File: src/rtl/imm_gen_pipe_if.sv
// imm_gen_pipe_if: instruction-in / immediate-out handshake bundle for imm_gen_pipe.
// master = producer of instructions and consumer of immediates; slave = the generator.
interface imm_gen_pipe_if #(
    parameter int unsigned XLEN = 64
) ();
    logic            in_valid;
    logic            in_ready;
    logic [31:0]     in_instr;
    logic            out_valid;
    logic            out_ready;
    logic [XLEN-1:0] out_imm;
    logic [2:0]      out_fmt;
    logic            out_illegal;

    modport master (
        output in_valid,
        output in_instr,
        output out_ready,
        input  in_ready,
        input  out_valid,
        input  out_imm,
        input  out_fmt,
        input  out_illegal
    );

    modport slave (
        input  in_valid,
        input  in_instr,
        input  out_ready,
        output in_ready,
        output out_valid,
        output out_imm,
        output out_fmt,
        output out_illegal
    );
endinterface

File: src/rtl/imm_gen_pipe.sv
// imm_gen_pipe: two-stage RISC-V immediate generator (I/S/B/J/SHAMT, optional U) with valid/ready.
// Optional feature macro IMMGEN_UTYPE_EN: when defined, lui/auipc decode as U-type; else they flag illegal.
module imm_gen_pipe #(
    parameter int unsigned XLEN = 64
) (
    input  logic          clk,
    input  logic          rst_n,
    input  logic          flush,
    imm_gen_pipe_if.slave bus
);
    localparam logic [6:0] OP_LOAD   = 7'b0000011;
    localparam logic [6:0] OP_IMM    = 7'b0010011;
    localparam logic [6:0] OP_IMM32  = 7'b0011011;
    localparam logic [6:0] OP_STORE  = 7'b0100011;
    localparam logic [6:0] OP_BRANCH = 7'b1100011;
    localparam logic [6:0] OP_JALR   = 7'b1100111;
    localparam logic [6:0] OP_JAL    = 7'b1101111;
    localparam logic [6:0] OP_LUI    = 7'b0110111;
    localparam logic [6:0] OP_AUIPC  = 7'b0010111;

    typedef enum logic [2:0] {
        FMT_NONE  = 3'd0,
        FMT_I     = 3'd1,
        FMT_S     = 3'd2,
        FMT_B     = 3'd3,
        FMT_U     = 3'd4,
        FMT_J     = 3'd5,
        FMT_SHAMT = 3'd6
    } fmt_e;

    if (XLEN != 32 && XLEN != 64) begin : g_bad_xlen
        $error("imm_gen_pipe: XLEN must be 32 or 64");
    end

    logic            s1_valid;
    logic [31:0]     s1_instr;
    logic            out_valid_q;
    logic [XLEN-1:0] out_imm_q;
    fmt_e            out_fmt_q;
    logic            out_illegal_q;

    logic            s1_adv;
    logic            s2_adv;
    logic [6:0]      opcode;
    logic [2:0]      funct3;
    logic            is_shift;
    logic [XLEN-1:0] dec_imm;
    fmt_e            dec_fmt;
    logic            dec_illegal;

    // Flow control: a stage advances when it is empty or its downstream advances.
    assign s2_adv = !out_valid_q || bus.out_ready;
    assign s1_adv = !s1_valid || s2_adv;

    assign bus.in_ready    = s1_adv;
    assign bus.out_valid   = out_valid_q;
    assign bus.out_imm     = out_imm_q;
    assign bus.out_fmt     = out_fmt_q;
    assign bus.out_illegal = out_illegal_q;

    assign opcode   = s1_instr[6:0];
    assign funct3   = s1_instr[14:12];
    assign is_shift = (funct3 == 3'b001) || (funct3 == 3'b101);

    // Every immediate is first assembled as a signed 32-bit value, then widened to XLEN.
    function automatic logic [XLEN-1:0] sext32(input logic [31:0] v);
        return XLEN'($signed(v));
    endfunction

    always_comb begin
        dec_imm     = '0;
        dec_fmt     = FMT_NONE;
        dec_illegal = 1'b1;
        case (opcode)
            OP_LOAD, OP_JALR: begin
                dec_imm     = sext32({{20{s1_instr[31]}}, s1_instr[31:20]});
                dec_fmt     = FMT_I;
                dec_illegal = 1'b0;
            end
            OP_IMM: begin
                dec_illegal = 1'b0;
                if (is_shift) begin
                    dec_fmt = FMT_SHAMT;
                    if (XLEN == 64) begin
                        dec_imm = XLEN'(s1_instr[25:20]);
                    end else begin
                        dec_imm = XLEN'(s1_instr[24:20]);
                    end
                end else begin
                    dec_imm = sext32({{20{s1_instr[31]}}, s1_instr[31:20]});
                    dec_fmt = FMT_I;
                end
            end
            OP_IMM32: begin
                // Word-sized op-imm only exists on RV64; shamt is always 5 bits here.
                if (XLEN == 64) begin
                    dec_illegal = 1'b0;
                    if (is_shift) begin
                        dec_imm = XLEN'(s1_instr[24:20]);
                        dec_fmt = FMT_SHAMT;
                    end else begin
                        dec_imm = sext32({{20{s1_instr[31]}}, s1_instr[31:20]});
                        dec_fmt = FMT_I;
                    end
                end
            end
            OP_STORE: begin
                dec_imm     = sext32({{20{s1_instr[31]}}, s1_instr[31:25], s1_instr[11:7]});
                dec_fmt     = FMT_S;
                dec_illegal = 1'b0;
            end
            OP_BRANCH: begin
                dec_imm     = sext32({{19{s1_instr[31]}}, s1_instr[31], s1_instr[7],
                                      s1_instr[30:25], s1_instr[11:8], 1'b0});
                dec_fmt     = FMT_B;
                dec_illegal = 1'b0;
            end
            OP_JAL: begin
                dec_imm     = sext32({{11{s1_instr[31]}}, s1_instr[31], s1_instr[19:12],
                                      s1_instr[20], s1_instr[30:21], 1'b0});
                dec_fmt     = FMT_J;
                dec_illegal = 1'b0;
            end
`ifdef IMMGEN_UTYPE_EN
            OP_LUI, OP_AUIPC: begin
                dec_imm     = sext32({s1_instr[31:12], 12'b0});
                dec_fmt     = FMT_U;
                dec_illegal = 1'b0;
            end
`else
            OP_LUI, OP_AUIPC: begin
                dec_imm     = '0;
                dec_fmt     = FMT_NONE;
                dec_illegal = 1'b1;
            end
`endif
            default: begin
                dec_imm     = '0;
                dec_fmt     = FMT_NONE;
                dec_illegal = 1'b1;
            end
        endcase
    end

    // Stage 1: instruction register; flush wins over any accept.
    always_ff @(posedge clk or negedge rst_n) begin
        if (!rst_n) begin
            s1_valid <= 1'b0;
            s1_instr <= '0;
        end else if (flush) begin
            s1_valid <= 1'b0;
        end else if (s1_adv) begin
            s1_valid <= bus.in_valid;
            if (bus.in_valid) begin
                s1_instr <= bus.in_instr;
            end
        end
    end

    // Stage 2: decoded result; data holds while the consumer stalls.
    always_ff @(posedge clk or negedge rst_n) begin
        if (!rst_n) begin
            out_valid_q   <= 1'b0;
            out_imm_q     <= '0;
            out_fmt_q     <= FMT_NONE;
            out_illegal_q <= 1'b0;
        end else if (flush) begin
            out_valid_q <= 1'b0;
        end else if (s2_adv) begin
            out_valid_q <= s1_valid;
            if (s1_valid) begin
                out_imm_q     <= dec_imm;
                out_fmt_q     <= dec_fmt;
                out_illegal_q <= dec_illegal;
            end
        end
    end
endmodule

File: src/flat_wrapper.sv
// flat-port wrapper written by rule: the top's interface ports become plain ports
module imm_gen_pipe_flat 
#(
    parameter int unsigned XLEN = 64
)
  (clk, rst_n, flush, bus_in_valid, bus_in_instr, bus_out_ready, bus_in_ready, bus_out_valid, bus_out_imm, bus_out_fmt, bus_out_illegal);
  imm_gen_pipe_if #(.XLEN(XLEN)) bus_i ();
  input  logic clk;
  input  logic rst_n;
  input  logic flush;
  input wire logic [$bits(bus_i.in_valid)-1:0] bus_in_valid;
  input wire logic [$bits(bus_i.in_instr)-1:0] bus_in_instr;
  input wire logic [$bits(bus_i.out_ready)-1:0] bus_out_ready;
  output wire logic [$bits(bus_i.in_ready)-1:0] bus_in_ready;
  output wire logic [$bits(bus_i.out_valid)-1:0] bus_out_valid;
  output wire logic [$bits(bus_i.out_imm)-1:0] bus_out_imm;
  output wire logic [$bits(bus_i.out_fmt)-1:0] bus_out_fmt;
  output wire logic [$bits(bus_i.out_illegal)-1:0] bus_out_illegal;
  assign bus_i.in_valid = bus_in_valid;
  assign bus_i.in_instr = bus_in_instr;
  assign bus_i.out_ready = bus_out_ready;
  assign bus_in_ready = bus_i.in_ready;
  assign bus_out_valid = bus_i.out_valid;
  assign bus_out_imm = bus_i.out_imm;
  assign bus_out_fmt = bus_i.out_fmt;
  assign bus_out_illegal = bus_i.out_illegal;
  imm_gen_pipe #(.XLEN(XLEN)) u_core (.clk(clk), .rst_n(rst_n), .flush(flush), .bus(bus_i));
endmodule
File: config.mk
export PLATFORM = sky130hd
export DESIGN_NAME = imm_gen_pipe_flat
export DESIGN_NICKNAME = d
export VERILOG_FILES = /design/src/rtl/imm_gen_pipe_if.sv /design/src/rtl/imm_gen_pipe.sv /design/src/flat_wrapper.sv
export SDC_FILE = /design/constraint.sdc
export NUM_CORES = 1
export LEC_CHECK = 0
export ABC_AREA = 1
export CAP_MARGIN = 20
export CORE_MARGIN = 2
export CORE_UTILIZATION = 35
export DETAILED_ROUTE_END_ITERATION = 12
export GPL_ROUTABILITY_DRIVEN = 1
export RECOVER_POWER = 50
export SLEW_MARGIN = 15
export SYNTH_ARGS = -nofsm -noshare
export SYNTH_HDL_FRONTEND = slang
export SYNTH_SLANG_ARGS = --single-unit
File: constraint.sdc
create_clock -name clk -period 2.8 [get_ports clk]
set_input_delay 0.28 -clock clk [delete_from_list [all_inputs] [get_ports clk]]
set_output_delay 0.28 -clock clk [all_outputs]
set_load 0.02 [all_outputs]
Yosys cells after proc, flatten, opt, wreduce, memory -nomap -nowiden
Index checks and enable logic that the tools add are counted.

cells by class
  eq/ne operators = 9
  multiplexer cells = 10
  bitwise operators = 1
  reduce and logical (&&, ||, !) cells = 12

operators by type and width
  cell                                                             count
  64-bit case mux with 6 select lines                              1
  64-bit 2-to-1 mux                                                2
  7-bit == test, second input constant                             3
  3-bit case mux with 5 select lines                               1
  7-bit by 5-bit == test with 1-bit output, second input constant  2
  7-bit by 2-bit == test with 1-bit output, second input constant  1
  7-bit by 6-bit == test with 1-bit output, second input constant  1
  7-bit OR reduction                                               1
  3-bit AND reduction                                              2
  1-bit 2-to-1 mux                                                 5
  2-bit nonzero test                                               2
  2-bit OR reduction                                               2
  3-bit by 1-bit == test with 1-bit output, second input constant  1
  3-bit == test, second input constant                             1
  1-bit logical OR                                                 3
  3-bit 2-to-1 mux                                                 1
  1-bit zero test                                                  2
  1-bit NOT                                                        1

storage, ports and cells
  flip-flop bits (word level) = 102
  logic and storage cells = 38

Logic depth before layout (Yosys ltp)
  word-level depth = 5
  depth in mapped cells = 10
  gate-level depth less buffers = 9

Least setup slack after synthesis
Ideal clock, no wire load.

  path type = flip-flop to output port
  start point = register, netlist name u_core.bus.out_imm[62]
  end point = output port bus_out_imm[21]
  arrival = 1357 ps
  data required time = 2520 ps
  setup slack = 1163 ps
  stages on the path, launching flop included = 2
  path buffers = 1
  path through = dfrtp_1 > buf_4

RTL lines
  item           line                RTL
  end, declared  flat_wrapper.sv:16  output wire logic [$bits(bus_i.out_imm)-1:0] bus_out_imm;

Final worst setup path
  start point = register u_core.out_valid_q, in the netlist u_core.bus.out_valid
  end point = register u_core.s1_instr[26]

on the way
  word-level cells in the longest chain between the ends = 4

RTL lines
  item                                  line                 RTL
  start, declared                       imm_gen_pipe.sv:37   logic out_valid_q;
  start signal, assigned                imm_gen_pipe.sv:170  out_valid_q <= s1_valid;
  1-bit zero test                       imm_gen_pipe.sv:52   assign s2_adv = !out_valid_q || bus.out_ready;
  1-bit logical OR                      imm_gen_pipe.sv:52
  1-bit logical OR                      imm_gen_pipe.sv:53   assign s1_adv = !s1_valid || s2_adv;
  3-bit AND reduction (no source line)  -
  end signal, assigned                  imm_gen_pipe.sv:155  s1_instr <= bus.in_instr;
  end, declared                         imm_gen_pipe.sv:36   logic [31:0] s1_instr;

No other way between the ends.
A chain may end at the register's enable or synchronous reset.

==> impl_metrics.ini <==
[worst_setup_path]
r2r-start = u_core.bus.out_valid
worstSetupPathType = reg2reg
worstPathRequired_ns = 3.03
worstReg2RegEnd = u_core.s1_instr[26]
worstPathArrival_ns = 2.26
worst_setup_path_start_kind = flip-flop
reg2reg_slack_ns = 0.77
cp-end-kind = flip-flop
path_max_fanout = 45
critPathCapture = u_core.s1_instr[26]
crit_start = u_core.bus.out_valid
r2r_cells = 6

[pwr]
switching_share_pct = 28.9
power.density_nw_per_um2 = 551
peakVddDrop_mv = 0.247
p_leak_nw = 2.11
p_clk_share_pct = 36.9
intPower_mw = 1.67
combPwrFrac_pct = 20.1
p_sw_uw = 677
seqPwrFrac_pct = 43.0

[grt]
grt_first_pass_wirelength_mm = 11.4
grt-ovfl-total = 0
antenna_found_initial = 0
grt_pass1_vias = 2364
grt_usage_pct = 14.5
grt_max_degree = 46

[place]
dp_cells = 550
gp_congestion = 0.808
placed_cell_area_sq_um = 4040
hpwl_mm = 5.02
portBuffers = 106

[logic_synthesis]
netlist_top_cells_count = 122 x nand2_1, 59 x dfrtp_1, 48 x buf_4, 42 x nand3_1, 33 x nor2_1
synth_area_sq_um = 3210
yosysUniqueCellTypes = 21
ys_top_cells_by_area = dfrtp_1 46%, nand2_1 14%, buf_4 11%
synth_compound_area_share_pct = 3.12
synth_fa_ha_area_share_pct = 0
synth_top_family_by_area = simple AND/OR/NAND/NOR gates
syn-num-nets = 424
ys.flop_type = dfrtp_1
synth_edf_count = 0
netlist_instances = 387
synth-seq-cells = 59
synth-xor-area-share_pct = 0
yosysMostFrequentCell = nand2_1
synth_simple_gate_area_share_pct = 28.9
synth.avg_cell_area_sq_um = 8.28
yosysSeqAreaShare_pct = 46.1
async_flop_share_pct = 100
yosysTopAreaCell = dfrtp_1
ys.warnings.count = 0
muxShareOfSynthArea_pct = 7.03
synth_top_cell_area_share_pct = 46.1

[clock_tree]
clk_latency_ns = 0.35
cts-resized-gates = 0
h-tree-depth = 3
cts_tree = done
cts-root-buf = clkbuf_8
post_cts_buffers = 0
cts_max_path_buffers = 2
path_clk_slew_ns = 0.07
cts_sinks = 59
cts-buffers-inserted = 9

[floorplanning]
start_util_pct = 36.4
coreArea_sq_um = 8810
die_w_um = 99.7
die-area_sq_um = 9940
dieHeight_um = 99.7
rows = 34
ioPinCount = 107

[sta]
worstMarginPinSlew_ns = 0.957
finalSetupViolCount = 0
worst_hold_slack_ns = 0.486
finalCriticalPeriod_ns = 2.03
finalSetupTns_ns = 0
hold_viol_final = 0
drv_slew = 0
max_freq_ghz = 0.493
slew_headroom_pct = 36.2
rsz0062_at_grt = false
min_period_over_period_pct = 72.5
final.setup_skew_ns = 0.00857

[drt]
final_antenna_net_count = 0
wl_met2_mm = 3.22
avgViaCountPerCell = 4.60
drc_errors = 0
met3RoutedLength_um = 399
drt-total-wl_mm = 6.84
drt-met1-wl_mm = 3.08
drt_iter0_drc = 148
top_layer_used = met4
vias = 2608
avgRoutedWirePerCell_um = 12.1
first_pass_iters = 4

[layout]
multi_input_area_sq_um = 1240
drive_above_1_share_pct = 9.80
fillers = 816
finalNonFillerCells = 567
nets = 491
register_area_sq_um = 1480
postLayoutCoreUtil_pct = 48.3
final_cell_area_sq_um = 4250
diodes = 0
syn2layout_area_growth_pct = 32.7

[job]
drv_cap = 0

[min_path]
hold_class = reg2reg
min_from = u_core.bus.out_imm[3]

[outcome]
status = finished clean
[power by group through the flow]
stage	Clock [mW]	Sequential [mW]	Combinational, mW
floorplan	0	1.04	0.282
global placement	0	1.02	0.472
detailed placement	0	1.03	0.479
CTS	0.894	1.01	0.481
global route	0.934	1.02	0.513
finish	0.864	1.01	0.471
[cell families (layout without fill, tap and decap cells)]
family,count (synthesis),after routing
muxes,20,20
buffers and inverters,76,148
and+or+nand+nor,214,214
DFF,59,59
AOI/OAI and AO/OA,18,18
[layout make-up]
type | instances | area share (%)
Clock buffer | 9 | 2.91
Clock inverter | 7 | 2.41
Inverter | 21 | 1.85
Multi-Input combinational cell | 252 | 29.3
Sequential cell | 59 | 34.7
Tap cell | 108 | 3.18
Timing Repair Buffer | 111 | 25.7
[per-layer routing]
metal  vias up  global-route usage [%]
li1       1323                       -
met1      1165                    18.7
met2       105                    22.7
met3        15                    3.37
met4         0                    7.69
met5         -                       0
[sequential cells by signal (all words and copies together) (netlist names)]
register                cells
u_core.bus.out_fmt          3
u_core.bus.out_valid        1
u_core.bus.out_imm         21
u_core.s1_instr            32
u_core.s1_valid             1
u_core.bus.out_illegal      1
[repair_timing]
item	4_1_cts	5_1_grt
endpoints found under the hold margin	16	0
hold buffers	1	0
endpoints found under the setup margin	0	0
[metrics by stage]
step	setup slack (ns)	power, mW
5_1_grt	0.558	2.47
3_5_place_dp	0.997	1.50
2_1_floorplan	1.16	1.32
4_1_cts	0.756	2.38
3_3_place_gp	1.02	1.49
6_report	0.771	2.34
[how the worst min path moves through the flow]
stage                     depth (start not counted)                     to
final                                             2  u_core.bus.out_imm[3]
after floorplan                                   0  u_core.bus.out_fmt[0]
after global routing                              3    u_core.s1_instr[22]
after global placement                            1     u_core.s1_instr[0]
after CTS                                         2     u_core.s1_instr[1]
after detailed placement                          1     u_core.s1_instr[1]
[cells in the final DEF (no fill, tap or decap), drive strengths merged]
cell           synthesis  routed
clkbuf                 3      11
inv                   21      21
bufinv                 0       2
buf                   52       3
clkinv                 0       4
dfrtp                 59      59
a21oi                 12      12
nand4                  1       1
nand3                 43      43
mux2                  20      20
o21ai                  2       2
nor2                  42      42
dlygate4sd3            0       1
nand2                128     128
clkinvlp               0       1
o21bai                 4       4
clkdlybuf4s50          0     105
[critical path: stages (launching register included)]
cell and delay [ns]:
dfrtp_1 0.35, inv_1 0.04, nor2_1 0.20, nand2_2 0.09, nand3_1 0.08, clkbuf_2 0.73, mux2_2 0.42
No activity file was read; power rests on OpenSTA's default activity.
